## config.mk

```make
export PLATFORM = sky130hd
export DESIGN_NAME = serial_adder
export DESIGN_NICKNAME = d
export VERILOG_FILES = /design/src/rtl/serial_adder.sv
export SDC_FILE = /design/constraint.sdc
export NUM_CORES = 1
export LEC_CHECK = 0
export CAP_MARGIN = 20
export CORE_AREA = 3 3 62 64
export CTS_CLUSTER_DIAMETER = 30
export DETAILED_ROUTE_END_ITERATION = 8
export DIE_AREA = 0 0 65 67
export GPL_TIMING_DRIVEN = 0
export PLACE_DENSITY_LB_ADDON = 0.12
export SYNTH_ARGS = -nofsm -noshare
export SYNTH_HDL_FRONTEND = slang
export SYNTH_SLANG_ARGS = --single-unit
```

## constraint.sdc

```tcl
create_clock -name clk -period 4 [get_ports clk]
set_clock_uncertainty 0.2 [all_clocks]
set_input_delay 0.6 -clock clk [delete_from_list [all_inputs] [get_ports clk]]
set_output_delay 0.6 -clock clk [all_outputs]
set_load 0.01 [all_outputs]
```

## src/rtl/serial_adder.sv

```systemverilog
// serial_adder: bit-serial LSB-first adder, one full-adder cell per clock.
// Optional subtract mode (a-b, borrow on cout) when SERIAL_ADDER_SUB_EN is defined.
module serial_adder #(
    parameter int WIDTH = 8
) (
    input  logic             clk,
    input  logic             rst_n,
    input  logic             start,
    input  logic [WIDTH-1:0] a,
    input  logic [WIDTH-1:0] b,
`ifdef SERIAL_ADDER_SUB_EN
    input  logic             sub,
`endif
    output logic             busy,
    output logic             done,
    output logic [WIDTH-1:0] sum,
    output logic             cout
);

    typedef enum logic [1:0] {
        IDLE = 2'd0,
        ADD  = 2'd1,
        DONE = 2'd2
    } state_t;

    localparam int CW = $clog2(WIDTH + 1);
    localparam logic [CW-1:0] CNT_LAST = CW'(WIDTH - 1);

    state_t           state_q, state_d;
    logic [WIDTH-1:0] shift_a_q, shift_a_d;
    logic [WIDTH-1:0] shift_b_q, shift_b_d;
    logic [WIDTH-1:0] shift_s_q, shift_s_d;
    logic             carry_q, carry_d;
    logic [CW-1:0]    cnt_q, cnt_d;
    logic             sub_q, sub_d;
    logic [WIDTH-1:0] sum_q, sum_d;
    logic             cout_q, cout_d;
    logic             busy_q, busy_d;
    logic             done_q, done_d;

    logic             load_sub;
    logic             accept;
    logic             bit_s;
    logic             carry_nxt;
    logic [WIDTH-1:0] shift_s_nxt;

`ifdef SERIAL_ADDER_SUB_EN
    assign load_sub = sub;
`else
    assign load_sub = 1'b0;
`endif

    // Full-adder cell on the current LSBs plus the running carry
    always_comb begin
        bit_s       = shift_a_q[0] ^ shift_b_q[0] ^ carry_q;
        carry_nxt   = (shift_a_q[0] & shift_b_q[0]) |
                      (shift_a_q[0] & carry_q) |
                      (shift_b_q[0] & carry_q);
        shift_s_nxt = {bit_s, shift_s_q[WIDTH-1:1]};
        accept      = start && (state_q == IDLE || state_q == DONE);
    end

    // Next-state and datapath update; start is only honoured in IDLE/DONE
    always_comb begin
        state_d   = state_q;
        shift_a_d = shift_a_q;
        shift_b_d = shift_b_q;
        shift_s_d = shift_s_q;
        carry_d   = carry_q;
        cnt_d     = cnt_q;
        sub_d     = sub_q;
        sum_d     = sum_q;
        cout_d    = cout_q;
        busy_d    = busy_q;
        done_d    = 1'b0;
        unique case (state_q)
            IDLE, DONE: begin
                if (accept) begin
                    // Subtraction is a + ~b + 1: invert b and seed the carry
                    shift_a_d = a;
                    shift_b_d = load_sub ? ~b : b;
                    carry_d   = load_sub;
                    sub_d     = load_sub;
                    cnt_d     = '0;
                    busy_d    = 1'b1;
                    state_d   = ADD;
                end else begin
                    busy_d  = 1'b0;
                    state_d = IDLE;
                end
            end
            ADD: begin
                shift_a_d = shift_a_q >> 1;
                shift_b_d = shift_b_q >> 1;
                shift_s_d = shift_s_nxt;
                carry_d   = carry_nxt;
                cnt_d     = cnt_q + CW'(1);
                if (cnt_q == CNT_LAST) begin
                    // Borrow is the inverted carry in subtract mode
                    sum_d   = shift_s_nxt;
                    cout_d  = carry_nxt ^ sub_q;
                    done_d  = 1'b1;
                    busy_d  = 1'b0;
                    state_d = DONE;
                end else begin
                    busy_d = 1'b1;
                end
            end
            default: begin
                busy_d  = 1'b0;
                state_d = IDLE;
            end
        endcase
    end

    // State and output registers; reset aborts any operation in flight
    always_ff @(posedge clk or negedge rst_n) begin
        if (!rst_n) begin
            state_q   <= IDLE;
            shift_a_q <= '0;
            shift_b_q <= '0;
            shift_s_q <= '0;
            carry_q   <= 1'b0;
            cnt_q     <= '0;
            sub_q     <= 1'b0;
            sum_q     <= '0;
            cout_q    <= 1'b0;
            busy_q    <= 1'b0;
            done_q    <= 1'b0;
        end else begin
            state_q   <= state_d;
            shift_a_q <= shift_a_d;
            shift_b_q <= shift_b_d;
            shift_s_q <= shift_s_d;
            carry_q   <= carry_d;
            cnt_q     <= cnt_d;
            sub_q     <= sub_d;
            sum_q     <= sum_d;
            cout_q    <= cout_d;
            busy_q    <= busy_d;
            done_q    <= done_d;
        end
    end

    assign busy = busy_q;
    assign done = done_q;
    assign sum  = sum_q;
    assign cout = cout_q;

endmodule

```

== Word-level counts from Yosys, hierarchy flattened ==
Cells that the tools add are included.
Operators by class
  shifts and indexed selects: 0
  bitwise gates (word level): 7
  add/sub/neg operators: 1
  reductions and logical operators: 7
  order comparisons: 0
  divide/modulo/power cells: 0
  multiplexer cells: 16
  $mul: 0
  equality and inequality tests: 5
Operator list (number)
  8-bit one-hot mux with 2 select lines: 2
  8-bit 2-to-1 mux: 2
  4-bit one-hot mux with 2 select lines: 1
  1-bit 2-to-1 mux: 6
  4-bit by 1-bit adder with 4-bit output (second input constant): 1
  4-bit by 3-bit == test with 1-bit output (second input constant): 1
  4-bit 2-to-1 mux: 1
  2-bit != test (second input constant): 2
  1-bit one-hot mux with 2 select lines: 2
  2-bit one-hot mux with 2 select lines: 1
  2-bit AND reduction: 2
  1-bit bitwise AND: 3
  2-bit by 1-bit == test with 1-bit output (second input constant): 1
  2-bit == test (second input constant): 1
  2-bit logical NOT: 1
  2-bit 2-to-1 mux: 1
  1-bit bitwise OR: 2
  2-bit nonzero test: 1
  2-bit OR reduction: 1
  1-bit bitwise XOR: 2
  1-bit logical AND: 1
  1-bit logical OR: 1
Storage, ports and cells
  input bits: 19
  latch bits: 0
  flip-flop bits (word level): 42
  output and inout bits: 11
  memory bits (read-only): 0
  RAM bits: 0
  word-level logic and storage cells: 46
  memories kept: 0

== Longest topological paths before layout ==
  word-level depth: 5
  depth in mapped cells: 5
  depth with buffers taken out: 4

== Worst setup path after synthesis ==
No wires, ideal clock.
  path type: input to register
  start point: in start
  end point: reg shift_a_q[0]
  slack: 2298 ps
  path buffers: 2
  arrival: 1384 ps
  library setup time: 118 ps
  cell stages on the path: 5
  required time: 3682 ps
  cell sequence: nor2b_1 > buf_4 > buf_2 > a22o_1 > a21o_1
On the way
  cells in the longest elaborated chain, start to end: 3
RTL lines
  start, declared: line 8  | input logic start,
  1-bit logical AND: line 60  | accept = start && (state_q == IDLE || state_q == DONE);
  2-bit != test (no line)
  2-bit AND reduction (no line)
  end signal, assigned: line 132  | shift_a_q <= shift_a_d;
  end, declared: line 30  | logic [WIDTH-1:0] shift_a_q, shift_a_d;
No other way between the ends.
A chain may end at the register's enable or synchronous reset.

== Final worst setup path ==
  start point: reg cout_q, in the netlist cout
  end point: out cout
RTL lines
  start, declared: line 37  | logic cout_q, cout_d;
  start signal, assigned: line 139  | cout_q <= cout_d;
  end, declared: line 17  | output logic cout
No word-level cell between the ends.

==> Implementation_results.wiki <==
{| class="wikitable"
! Metric !! Value
|-
| Slew Viols, Final || 0
|-
| Starting density of the core || slightly above 50%
|-
| Global route overflow || 0
|-
| Number of detailed-route iterations in the first pass || 4
|-
| Worst-path fanout max || 2
|-
| Count of buffering cells on the critical path with inverters included || 1
|-
| Final antenna diode count || 0
|-
| Routed wirelength normalized by instance count || 15.2 um
|-
| Clock root cell || sky130_fd_sc_hd__clkbuf_4
|-
| Global-route wire length before repair || around 5.1 mm
|-
| Core area || about 3300 um^2
|-
| CP arrival || roughly 1.3 ns
|-
| Minimum clock period || about 2.1 ns
|-
| Clock Path Buffers || 2
|-
| Sinks on the clock net || 41
|-
| Post-DP HPWL || around 2.1 mm
|-
| Final setup violation count || 0
|-
| Power density of the placed cells || around 780 nW/um^2
|-
| Flop and latch count out of synthesis || a little over 40
|-
| Slowest cell delay on critical path || roughly 0.55 ns
|-
| Vias in the first global route || roughly 1100
|-
| DRC violation total after the first TritonRoute iteration || 54
|-
| Hold buffers post-CTS || 0
|-
| Maximum clock frequency || 0.487 GHz
|-
| Overall power after layout || 1.62 mW
|-
| Pin count of the biggest net entering global routing || 42
|-
| Number of unique standard cell types used by synthesis || 20
|-
| Post-route DRC || 0
|-
| Worst min-delay path class || in -> async
|-
| Routed via count || 1031
|-
| Clock Pin Slew Worst Setup and Hold Paths || 0.12 ns
|-
| Sort of element at the start of the critical path || register
|-
| Final sum of negative setup slack || 0 ns
|-
| Cell row count || 21
|-
| Worst ir drop on vdd || 0.461 mV
|-
| RePlAce Congestion || around 0.68
|-
| Number of buffers created by CTS || 5
|-
| Number of failing hold endpoints at the final stage || 0
|-
| Tcrit/Tclk final || approximately half
|-
| Count of boundary I/O pins || 30
|-
| Post-Place Cells || between 150 and 200
|-
| RSZ-0062 raised after global routing || false
|-
| PostCTS Resize Cnt || 0
|-
| Final Non-Filler Cells || about 200
|-
| Static leakage power || 1.04 nW
|-
| Mapped Area || roughly 1700 um^2
|-
| Floorplan die area || 4360 um^2
|-
| Floorplan die height || approximately 67 um
|-
| Post-Place Setup Slack || ~1.7 ns
|-
| Ratio of cells with drive above 1 in the final layout || 17.2%
|-
| Worst-path cell chain || clkdlybuf4s50_1
|-
| Residual antenna-violating net count after detailed routing || 0
|-
| Clock tree from TritonCTS || built
|-
| Gate count of the mapped netlist || 115
|-
| Result of the run || completed
|-
| Area added between synthesis and finish || 24.7%
|-
| Count of H-tree levels built during CTS || 2
|-
| Max-slew headroom || between 30% and 40%
|-
| Required time of the critical path || 3.20 ns
|-
| Number of nets in the layout || 172
|-
| Worst path slowest cell || sky130_fd_sc_hd__clkdlybuf4s50_1
|-
| Worst Setup End Kind || primary output
|-
| Postcts setup bufs || 0
|-
| Die outline width || approximately 65 um
|-
| Mean area per synthesized cell || around 15 um^2
|-
| Slew @ Worst Pin || between 0.9 and 1 ns
|-
| # Max-Cap Violations || 0
|-
| Setup slack after layout || around 1.9 ns
|-
| Total track usage || ~16%
|-
| Worst Path Class, Setup || reg -> out
|-
| Clock insertion delay at the later pin of the skew report || 0.35 ns
|-
| Post-synthesis sequential area ratio || approximately 61%
|-
| Number of warnings reported in the yosys synthesis log || 0
|-
| Input/output buffers || 29
|-
| Delay-heaviest family, CP || buffers and inverters
|-
| Number of nets produced by synthesis || between 100 and 150
|-
| Wirelength, routed || about 3 mm
|-
| Initial antenna violation count || 0
|-
| Via-per-instance ratio || between 5 and 6
|}
state kept, by name (all words and copies together) (netlist names):
| signal | flops |
|---|---|
| carry_q | 1 |
| shift_b_q | 8 |
| done | 1 |
| cnt_q | 4 |
| state_q | 2 |
| busy | 1 |
| sum | 8 |
| cout | 1 |
| shift_s_q | 7 |
| shift_a_q | 8 |
placed cells by master (no fill, tap or decap), types with 4 or more instances in the layout:
| master | synthesis | final |
|---|---|---|
| sky130_fd_sc_hd__buf_2 | 3 | 4 |
| sky130_fd_sc_hd__a22o_1 | 19 | 19 |
| sky130_fd_sc_hd__dfrtp_1 | 41 | 41 |
| sky130_fd_sc_hd__mux2_1 | 9 | 9 |
| sky130_fd_sc_hd__mux2_2 | 8 | 8 |
| sky130_fd_sc_hd__a21o_1 | 14 | 14 |
| sky130_fd_sc_hd__nand2_1 | 4 | 4 |
| sky130_fd_sc_hd__clkdlybuf4s50_1 | 0 | 28 |
| sky130_fd_sc_hd__clkbuf_4 | 0 | 5 |
layout make-up:
cell class | instances | area, um^2
flip-flops and latches | 41 | 1030
well taps | 46 | 57.6
repair buffers | 29 | 285
clock buffers | 5 | 37.5
multi-input cells | 67 | 602
fillers | 298 | 1240
clock inverters | 2 | 35.0
plain buffers | 7 | 52.6
report_power, final:
| group | leakage (nW) | switching [mW] | total (mW) | internal [mW] |
|---|---|---|---|---|
| Clock | 0.0410 | 0.128 | 0.255 | 0.127 |
| Combinational | 0.485 | 0.274 | 0.659 | 0.386 |
| Sequential | 0.513 | 0.110 | 0.710 | 0.601 |
worst paths after layout:
kind,from,cells past startpoint,slack (ns),endpoint
worst min-delay path,rst_n,1,0.18,sum[0]
worst max register to register,cnt_q[1],5,2.25,sum[7]
max in group asynchronous,rst_n,1,2.86,shift_a_q[5]
worst max-delay path,cout,1,1.95,cout
min in group clk,shift_b_q[6],1,0.30,shift_b_q[6]
worst min register to register,shift_b_q[6],1,0.30,shift_b_q[6]
synthesized netlist by cell type (all sizes together):
master	number	share of area, %
buf	7	3.1
mux2	17	11
o21ai	1	0.30
a21o	14	6.3
fa	1	1.2
a22o	19	9.9
dfrtp	41	61
nand4	1	0.37
nor2	1	0.67
mux2i	2	1.2
and2b	1	0.60
nor2b	2	0.74
ha	1	0.74
nor3b	2	1.2
nand2	4	0.89
nand2b	1	0.37
cells by family after synthesis:
family	after synthesis	synth area share (%)
adder cells (fa/ha/maj)	2	1.94
AND/OR/NAND/NOR	12	4.84
AO/OA/AOI/OAI	34	16.5
multiplexers	19	12.6
buffers and inverters	7	3.13
flip-flops	41	61.1
layer usage:
layer | part of all wire [%] | up-vias | track usage, %
met5 | 0 | - | 0
met4 | 1.8 | 0 | 7.12
met3 | 5.8 | 5 | 6.58
met2 | 48 | 30 | 26.4
met1 | 44 | 506 | 19.3
li1 | - | 490 | -
stage by stage:
stage | area [um^2] | hold slack (ns) | util (%)
after floorplan | 1680 | 0.104 | -
after global placement | 2030 | 0.259 | 60.8
after detailed placement | 2020 | 0.267 | 60.6
after CTS | 2100 | 0.183 | 62.8
after global routing | 2100 | 0.206 | 62.8
final | 2100 | 0.175 | 62.8
Note: power is estimated with default switching activity, not from simulation.
